[src/rtl/move_scan.sv]
// Sequential checkers move-legality scanner: one diagonal direction per cycle, then DONE.
// Define MOVE_SCAN_FORCED_JUMP_EN to make `movable` enforce mandatory capture.
module move_scan (
    input  logic        clock,
    input  logic        reset,
    input  logic        start,
    input  logic [31:0] red,
    input  logic [31:0] black,
    input  logic [31:0] kings,
    input  logic        turn,
    output logic        busy,
    output logic        done,
    output logic [31:0] step_mask,
    output logic [31:0] jump_mask,
    output logic [31:0] movable,
    output logic        must_jump
);

    typedef enum logic [1:0] {StIdle, StScan, StDone} state_e;

    state_e      state_q, state_d;
    logic [1:0]  dir_q, dir_d;
    logic [31:0] own_q, own_d;
    logic [31:0] opp_q, opp_d;
    logic [31:0] occ_q, occ_d;
    logic [31:0] kings_q, kings_d;
    logic        turn_q, turn_d;
    logic [31:0] step_acc_q, step_acc_d;
    logic [31:0] jump_acc_q, jump_acc_d;
    logic [31:0] step_mask_q, step_mask_d;
    logic [31:0] jump_mask_q, jump_mask_d;

    logic [31:0] allow, s_occ, s_opp, s_occ2, step_term, jump_term;

    // Diagonal shift; off-board neighbours read as 1 so edges look occupied.
    function automatic logic [31:0] shift_dir(input logic [31:0] x, input logic [1:0] dir);
        logic [31:0] res;
        int          r, c, nr, nc;
        logic [4:0]  idx;
        res = '1;
        for (int i = 0; i < 32; i++) begin
            r  = i / 4;
            c  = i % 4;
            nr = dir[1] ? r + 1 : r - 1;
            if (dir[0]) begin
                nc = (r % 2 == 0) ? c : c + 1;
            end else begin
                nc = (r % 2 == 0) ? c - 1 : c;
            end
            if (nr >= 0 && nr <= 7 && nc >= 0 && nc <= 3) begin
                idx    = 5'(nr * 4 + nc);
                res[i] = x[idx];
            end
        end
        return res;
    endfunction

    always_comb begin
        if (!dir_q[1]) begin
            allow = turn_q ? kings_q : '1;
        end else begin
            allow = turn_q ? '1 : kings_q;
        end
        s_occ     = shift_dir(occ_q, dir_q);
        s_opp     = shift_dir(opp_q, dir_q);
        s_occ2    = shift_dir(s_occ, dir_q);
        step_term = own_q & allow & ~s_occ;
        jump_term = own_q & allow & s_opp & ~s_occ2;
    end

    always_comb begin
        state_d     = state_q;
        dir_d       = dir_q;
        own_d       = own_q;
        opp_d       = opp_q;
        occ_d       = occ_q;
        kings_d     = kings_q;
        turn_d      = turn_q;
        step_acc_d  = step_acc_q;
        jump_acc_d  = jump_acc_q;
        step_mask_d = step_mask_q;
        jump_mask_d = jump_mask_q;
        unique case (state_q)
            StIdle: begin
                if (start) begin
                    own_d      = turn ? black : red;
                    opp_d      = turn ? red : black;
                    occ_d      = red | black;
                    kings_d    = kings;
                    turn_d     = turn;
                    step_acc_d = '0;
                    jump_acc_d = '0;
                    dir_d      = 2'd0;
                    state_d    = StScan;
                end
            end
            StScan: begin
                step_acc_d = step_acc_q | step_term;
                jump_acc_d = jump_acc_q | jump_term;
                dir_d      = dir_q + 2'd1;
                if (dir_q == 2'd3) begin
                    step_mask_d = step_acc_d;
                    jump_mask_d = jump_acc_d;
                    state_d     = StDone;
                end
            end
            StDone: state_d = StIdle;
            default: state_d = StIdle;
        endcase
    end

    always_ff @(posedge clock or posedge reset) begin
        if (reset) begin
            state_q     <= StIdle;
            dir_q       <= 2'd0;
            own_q       <= '0;
            opp_q       <= '0;
            occ_q       <= '0;
            kings_q     <= '0;
            turn_q      <= 1'b0;
            step_acc_q  <= '0;
            jump_acc_q  <= '0;
            step_mask_q <= '0;
            jump_mask_q <= '0;
        end else begin
            state_q     <= state_d;
            dir_q       <= dir_d;
            own_q       <= own_d;
            opp_q       <= opp_d;
            occ_q       <= occ_d;
            kings_q     <= kings_d;
            turn_q      <= turn_d;
            step_acc_q  <= step_acc_d;
            jump_acc_q  <= jump_acc_d;
            step_mask_q <= step_mask_d;
            jump_mask_q <= jump_mask_d;
        end
    end

    assign busy      = (state_q != StIdle);
    assign done      = (state_q == StDone);
    assign step_mask = step_mask_q;
    assign jump_mask = jump_mask_q;
    assign must_jump = |jump_mask_q;
`ifdef MOVE_SCAN_FORCED_JUMP_EN
    assign movable   = must_jump ? jump_mask_q : step_mask_q;
`else
    assign movable   = step_mask_q | jump_mask_q;
`endif

endmodule

[config.mk]
export PLATFORM = sky130hd
export DESIGN_NAME = move_scan
export DESIGN_NICKNAME = d
export VERILOG_FILES = /design/src/rtl/move_scan.sv
export SDC_FILE = /design/constraint.sdc
export NUM_CORES = 1
export LEC_CHECK = 0
export ABC_AREA = 1
export CAP_MARGIN = 10
export CORE_ASPECT_RATIO = 0.6
export CORE_UTILIZATION = 50
export CTS_BUF_LIST = sky130_fd_sc_hd__clkbuf_8 sky130_fd_sc_hd__clkbuf_16
export DETAILED_ROUTE_END_ITERATION = 10
export PLACE_DENSITY_LB_ADDON = 0.3
export RECOVER_POWER = 50
export REMOVE_ABC_BUFFERS = 1
export SYNTH_ARGS = -nofsm -noshare
export SYNTH_HDL_FRONTEND = slang
export SYNTH_SLANG_ARGS = --single-unit
[constraint.sdc]
create_clock -name clock -period 26.4 [get_ports clock]
set_input_delay 5.28 -clock clock [delete_from_list [all_inputs] [get_ports clock]]
set_output_delay 5.28 -clock clock [all_outputs]
set_load 0.005 [all_outputs]
=== Yosys cells after proc, flatten, opt, wreduce, memory -nomap -nowiden ===
Index checks and enable logic that the tools add are counted.

* Shift-type cells: 0
* Add/sub/neg operators: 33
* Order comparisons: 58
* Reductions and logical operators: 80
* Multipliers: 0
* Eq/ne operators: 5
* Muxes and demuxes: 314
* Div/mod/pow operators: 0
* Bitwise operators: 10

{| class="wikitable"
|+ Operator list
! operator !! number
|-
| $bmux W1 S5 || 96
|-
| $mux W32 || 8
|-
| $mux W1 || 194
|-
| $ge A32 B1 Y1 const B || 6
|-
| $lt A5 B6 Y1 const B || 32
|-
| $add A5 B5 Y5 || 32
|-
| $le A32 B3 Y1 const B || 5
|-
| $and A32 B32 Y32 || 4
|-
| $or A32 B32 Y32 || 4
|-
| $pmux W32 S2 || 2
|-
| $logic_and A1 B1 Y1 || 72
|-
| $not A32 Y32 || 2
|-
| $le A32 B4 Y1 const B || 1
|-
| $reduce_or A32 Y1 || 1
|-
| $mux W2 || 8
|-
| $ge A3 B1 Y1 const B || 4
|-
| $le A3 B3 Y1 const B || 4
|-
| $mux W3 || 3
|-
| $pmux W2 S2 || 2
|-
| $reduce_and A2 Y1 || 4
|-
| $le A2 B3 Y1 const B || 2
|-
| $eq A2 B2 Y1 const B || 2
|-
| $ge A2 B1 Y1 const B || 2
|-
| $ge A4 B1 Y1 const B || 1
|-
| other kinds (7) || 9
|}

* Output and inout bits: 99
* ROM bits: 0
* Bits in writable memories: 0
* Flip-flop bits (word level): 261
* Input bits: 100
* Memories: 0
* Bits in latches: 0

=== Logic depth before layout (Yosys ltp) ===
* Depth in word-level cells: 13
* Mapped depth: 16

=== Worst setup path after synthesis ===
OpenSTA, ideal clock, no wires.

* Path type: reg2out
* Start: register jump_mask_q[18], in the netlist jump_mask[18]
* End: output must_jump
* Arrival: 1054 ps
* Setup slack: 20066 ps
* Stages on the path, launching flop included: 4
* Buffers on the path: 0
* Data required time: 21120 ps
* Cells stage by stage: dfrtp_1 nor4_1 nand4_1 or2_2

* Cells in the longest elaborated chain, start to end: 1

{| class="wikitable"
|+ Ends and longest elaborated chain
! item !! line !! RTL
|-
| from (decl) || 31 || <nowiki>logic [31:0] jump_mask_q, jump_mask_d;</nowiki>
|-
| from (signal assigned) || 136 || <nowiki>jump_mask_q <= jump_mask_d;</nowiki>
|-
| $reduce_or A32 Y1 || 144 || <nowiki>assign must_jump = |jump_mask_q;</nowiki>
|-
| to (decl) || 16 || <nowiki>output logic must_jump</nowiki>
|}

Every way passes these cells.

=== Worst setup path after layout ===
* Start: input start
* End: register jump_acc_q[27]

* Cells in the longest elaborated chain, start to end: 2

{| class="wikitable"
|+ Ends and longest elaborated chain
! item !! line !! RTL
|-
| from (decl) || 6 || <nowiki>input logic start,</nowiki>
|-
| $ne A2 B2 Y1 (no source line) || - ||
|-
| $reduce_and A2 Y1 (no source line) || - ||
|-
| to (signal assigned) || 134 || <nowiki>jump_acc_q <= jump_acc_d;</nowiki>
|-
| to (decl) || 29 || <nowiki>logic [31:0] jump_acc_q, jump_acc_d;</nowiki>
|}

Every way passes these cells.
A chain may end at the register's enable or synchronous reset.

==> flow_summary.toml <==
[outcome]
status = "complete, but fails checks"
violations = "max-capacitance violations, max-slew violations"

[setup_path]
critPathLaunchType = "primary input"
worst_setup_path_end_kind = "flip-flop"
worstPathMaxFanout = 86
worst_ep_arrival_time_ns = 11.76
path_class = "in2reg"
critPathRequiredTime_ns = 26.84

[power]
finalPower_mw = 2.18
p_sw_mw = 1.02
p_comb_share_pct = 53.4
intPower_mw = 1.16
pwr_density_cell_mw_per_mm2 = 141
seqPwrFrac_pct = 30.7
power_frac_clock_pct = 15.9
leakage_nw = 7.63
p_sw_share_pct = 46.9
vdd_drop_max_v = 0.0000538

[floorplanning]
start_util_pct = 51.8
io_pins = 199
core_sq_mm = 0.0246
die_area_sq_mm = 0.0261
dieWidth_microns = 208
rows = 44
die_h_microns = 126

[detailed_routing]
postRouteAntennaNets = 0
wl_per_cell_microns = 18.8
detail_route.first_pass.iterations = 5
drc = 0
via_per_inst = 5.64
wl_microns = 40300
first_iter_violations = 1321
vias = 12100

[sta]
setup_ws_ns = 15.08
fmax_mhz = 88.3
period_share_pct = 42.9
grt_setup_unrepaired = "no"
fin_skew_ns = 0.0175
worstMarginPinSlew_ns = 5.60
max_slew_margin_pct = -275
slew_violations = 500
fin_crit_ns = 11.32
tns_ns = 0
finalHoldViolCount = 0
final-setup-viol-count = 0

[clock_network]
worstSkewPairLatency_ns = 0.53
cts_sinks = 252
post_cts_resized = 0
cts.clk_slew.worst_paths_ns = 0.06
htree_levels = 1
cts_max_path_buffers = 3
cts_hold_buf = 0
cts_tree = "yes"
cts_buffers = 24
cts-root-buf = "clkbuf_16"
post_cts_buffers = 0

[cells_and_area]
drive_above_1_share_pct = 5.59
antenna_cells = 0
mostFrequentLayoutCell = "nand2_1"
area_growth_syn_to_layout_pct = 21.6
nets = 1912
layout_common_cells = "557 x nand2_1, 251 x dfrtp_1, 148 x o21ai_0"

[synth]
ys_types = 47
avgSynthCellArea_sq_um = 7.64
synthFlopType = "dfrtp_1"
synthArstFlopShare_pct = 100
synth_seq_cells = 252
synth_edf_count = 0
synthCells = 1666
syn-cell-area_sq_mm = 0.0127
seq_area_frac_synth_pct = 49.5
yosysWarnings = 0

[global_routing]
grt_first_pass_wirelength_microns = 62800
grtUsageTotal_pct = 31.0
grt_pass1_vias = 10900
antenna_found_initial = 0
overflow = 0
grt_max_degree = 127

[worst_hold_path]
hold_class = "reg2reg"

[place]
hpwl_microns = 28700
gp_congestion = 0.945
numPortBuffers = 198
dpl_worst_slack_ns = 18.18

[run]
cap_violations = 7
==> critical path, stage by stage <==
cell	delay (ns)
dlygate4sd3_1	0.54
nand2_1	1.22
clkinvlp_2	2.81
nor2_4	1.02
inv_1	0.48
o21ai_0	0.28
==> registers in the layout, indices dropped and copies added, names as in the netlist <==
name and flops:
jump_acc_q 32, jump_mask 32, kings_q 32, occ_q 32, own_q 32, step_acc_q 32
step_mask 32, opp_q 23, dir_q 2, state_q 2, turn_q 1
==> per-stage QoR <==
stage | cell area [sq um] | instances | util [%] | hold WS [ns]
6_report | 15500 | 2146 | 62.9 | 0.477
3_3_place_gp | 14700 | 2103 | 59.9 | 0.459
2_1_floorplan | 12200 | 1570 | - | 0.440
4_1_cts | 15500 | 2146 | 63.0 | 0.477
3_5_place_dp | 14700 | 2103 | 59.9 | 0.461
5_1_grt | 15500 | 2146 | 62.9 | 0.497
==> layout make-up <==
class / count / area [sq um]
clock buffers: 27 / 653
clock inverters: 16 / 124
fillers: 2210 / 9130
inverters: 121 / 459
multi-input cells: 1197 / 5480
flip-flops and latches: 252 / 6310
well taps: 322 / 403
repair buffers: 211 / 2060
==> power groups by stage <==
| stage | combinational [mW] | clock (mW) | sequential [mW] |
|---|---|---|---|
| 2_1_floorplan | 0.653 | 0 | 0.661 |
| 3_3_place_gp | 1.12 | 0 | 0.667 |
| 3_5_place_dp | 1.14 | 0 | 0.673 |
| 4_1_cts | 1.15 | 0.348 | 0.668 |
| 5_1_grt | 1.28 | 0.366 | 0.689 |
| 6_report | 1.17 | 0.347 | 0.671 |
==> worst paths after layout <==
kind | start | to | slack [ns] | cells after the start
max in group asynchronous | reset | jump_acc_q[13] | 16.09 | 4
worst max register to register | dir_q[1] | step_mask[20] | 19.57 | 9
min in group asynchronous | reset | kings_q[28] | 6.94 | 2
worst max-delay path | start | jump_acc_q[27] | 15.08 | 6
worst min-delay path | kings_q[26] | kings_q[26] | 0.48 | 2
worst min register to register | kings_q[26] | kings_q[26] | 0.48 | 2
==> cell usage after synthesis (2+ instances only) <==
library cell	count	area (sq um)
a21o_1	2	15.0
a21oi_1	87	435
a22oi_1	3	22.5
a2bb2oi_1	2	17.5
a31oi_1	52	325
buf_1	14	52.6
buf_2	34	170
buf_4	2	15.0
buf_6	10	113
buf_8	3	45.0
clkbuf_1	33	124
dfrtp_1	252	6310
ha_1	5	62.6
inv_1	115	432
inv_2	4	15.0
nand2_1	557	2090
nand2_2	4	25.0
nand3_1	69	345
nand3b_1	2	15.0
nand4_1	11	68.8
nor2_1	139	522
nor2_2	3	18.8
nor2_4	2	22.5
nor3_1	3	15.0
nor4_1	8	50.1
o211ai_1	12	90.1
o21ai_0	141	706
o21ai_1	40	200
o21ai_2	6	52.6
o21bai_1	2	15.0
o22ai_1	3	18.8
or2_2	31	194
==> cells by family after synthesis <==
| kind of cell | count (synthesis) | synth area share [%] |
|---|---|---|
| DFF | 252 | 49.5 |
| adders and majority gates | 5 | 0.491 |
| and+or+nand+nor | 832 | 26.6 |
| AOI/OAI and AO/OA | 356 | 15.4 |
| xor gates and xnor gates | 4 | 0.393 |
| buffers and inverters | 217 | 7.66 |
==> metal layers <==
metal | vias to the layer above | GRT usage [%] | share of wire, %
met2 | 650 | 37.9 | 37
met3 | 55 | 8.58 | 12
met1 | 5726 | 52.3 | 49
met5 | - | 0 | 0
li1 | 5675 | - | -
met4 | 0 | 6.54 | 1.7
No activity file was read; power rests on OpenSTA's default activity.
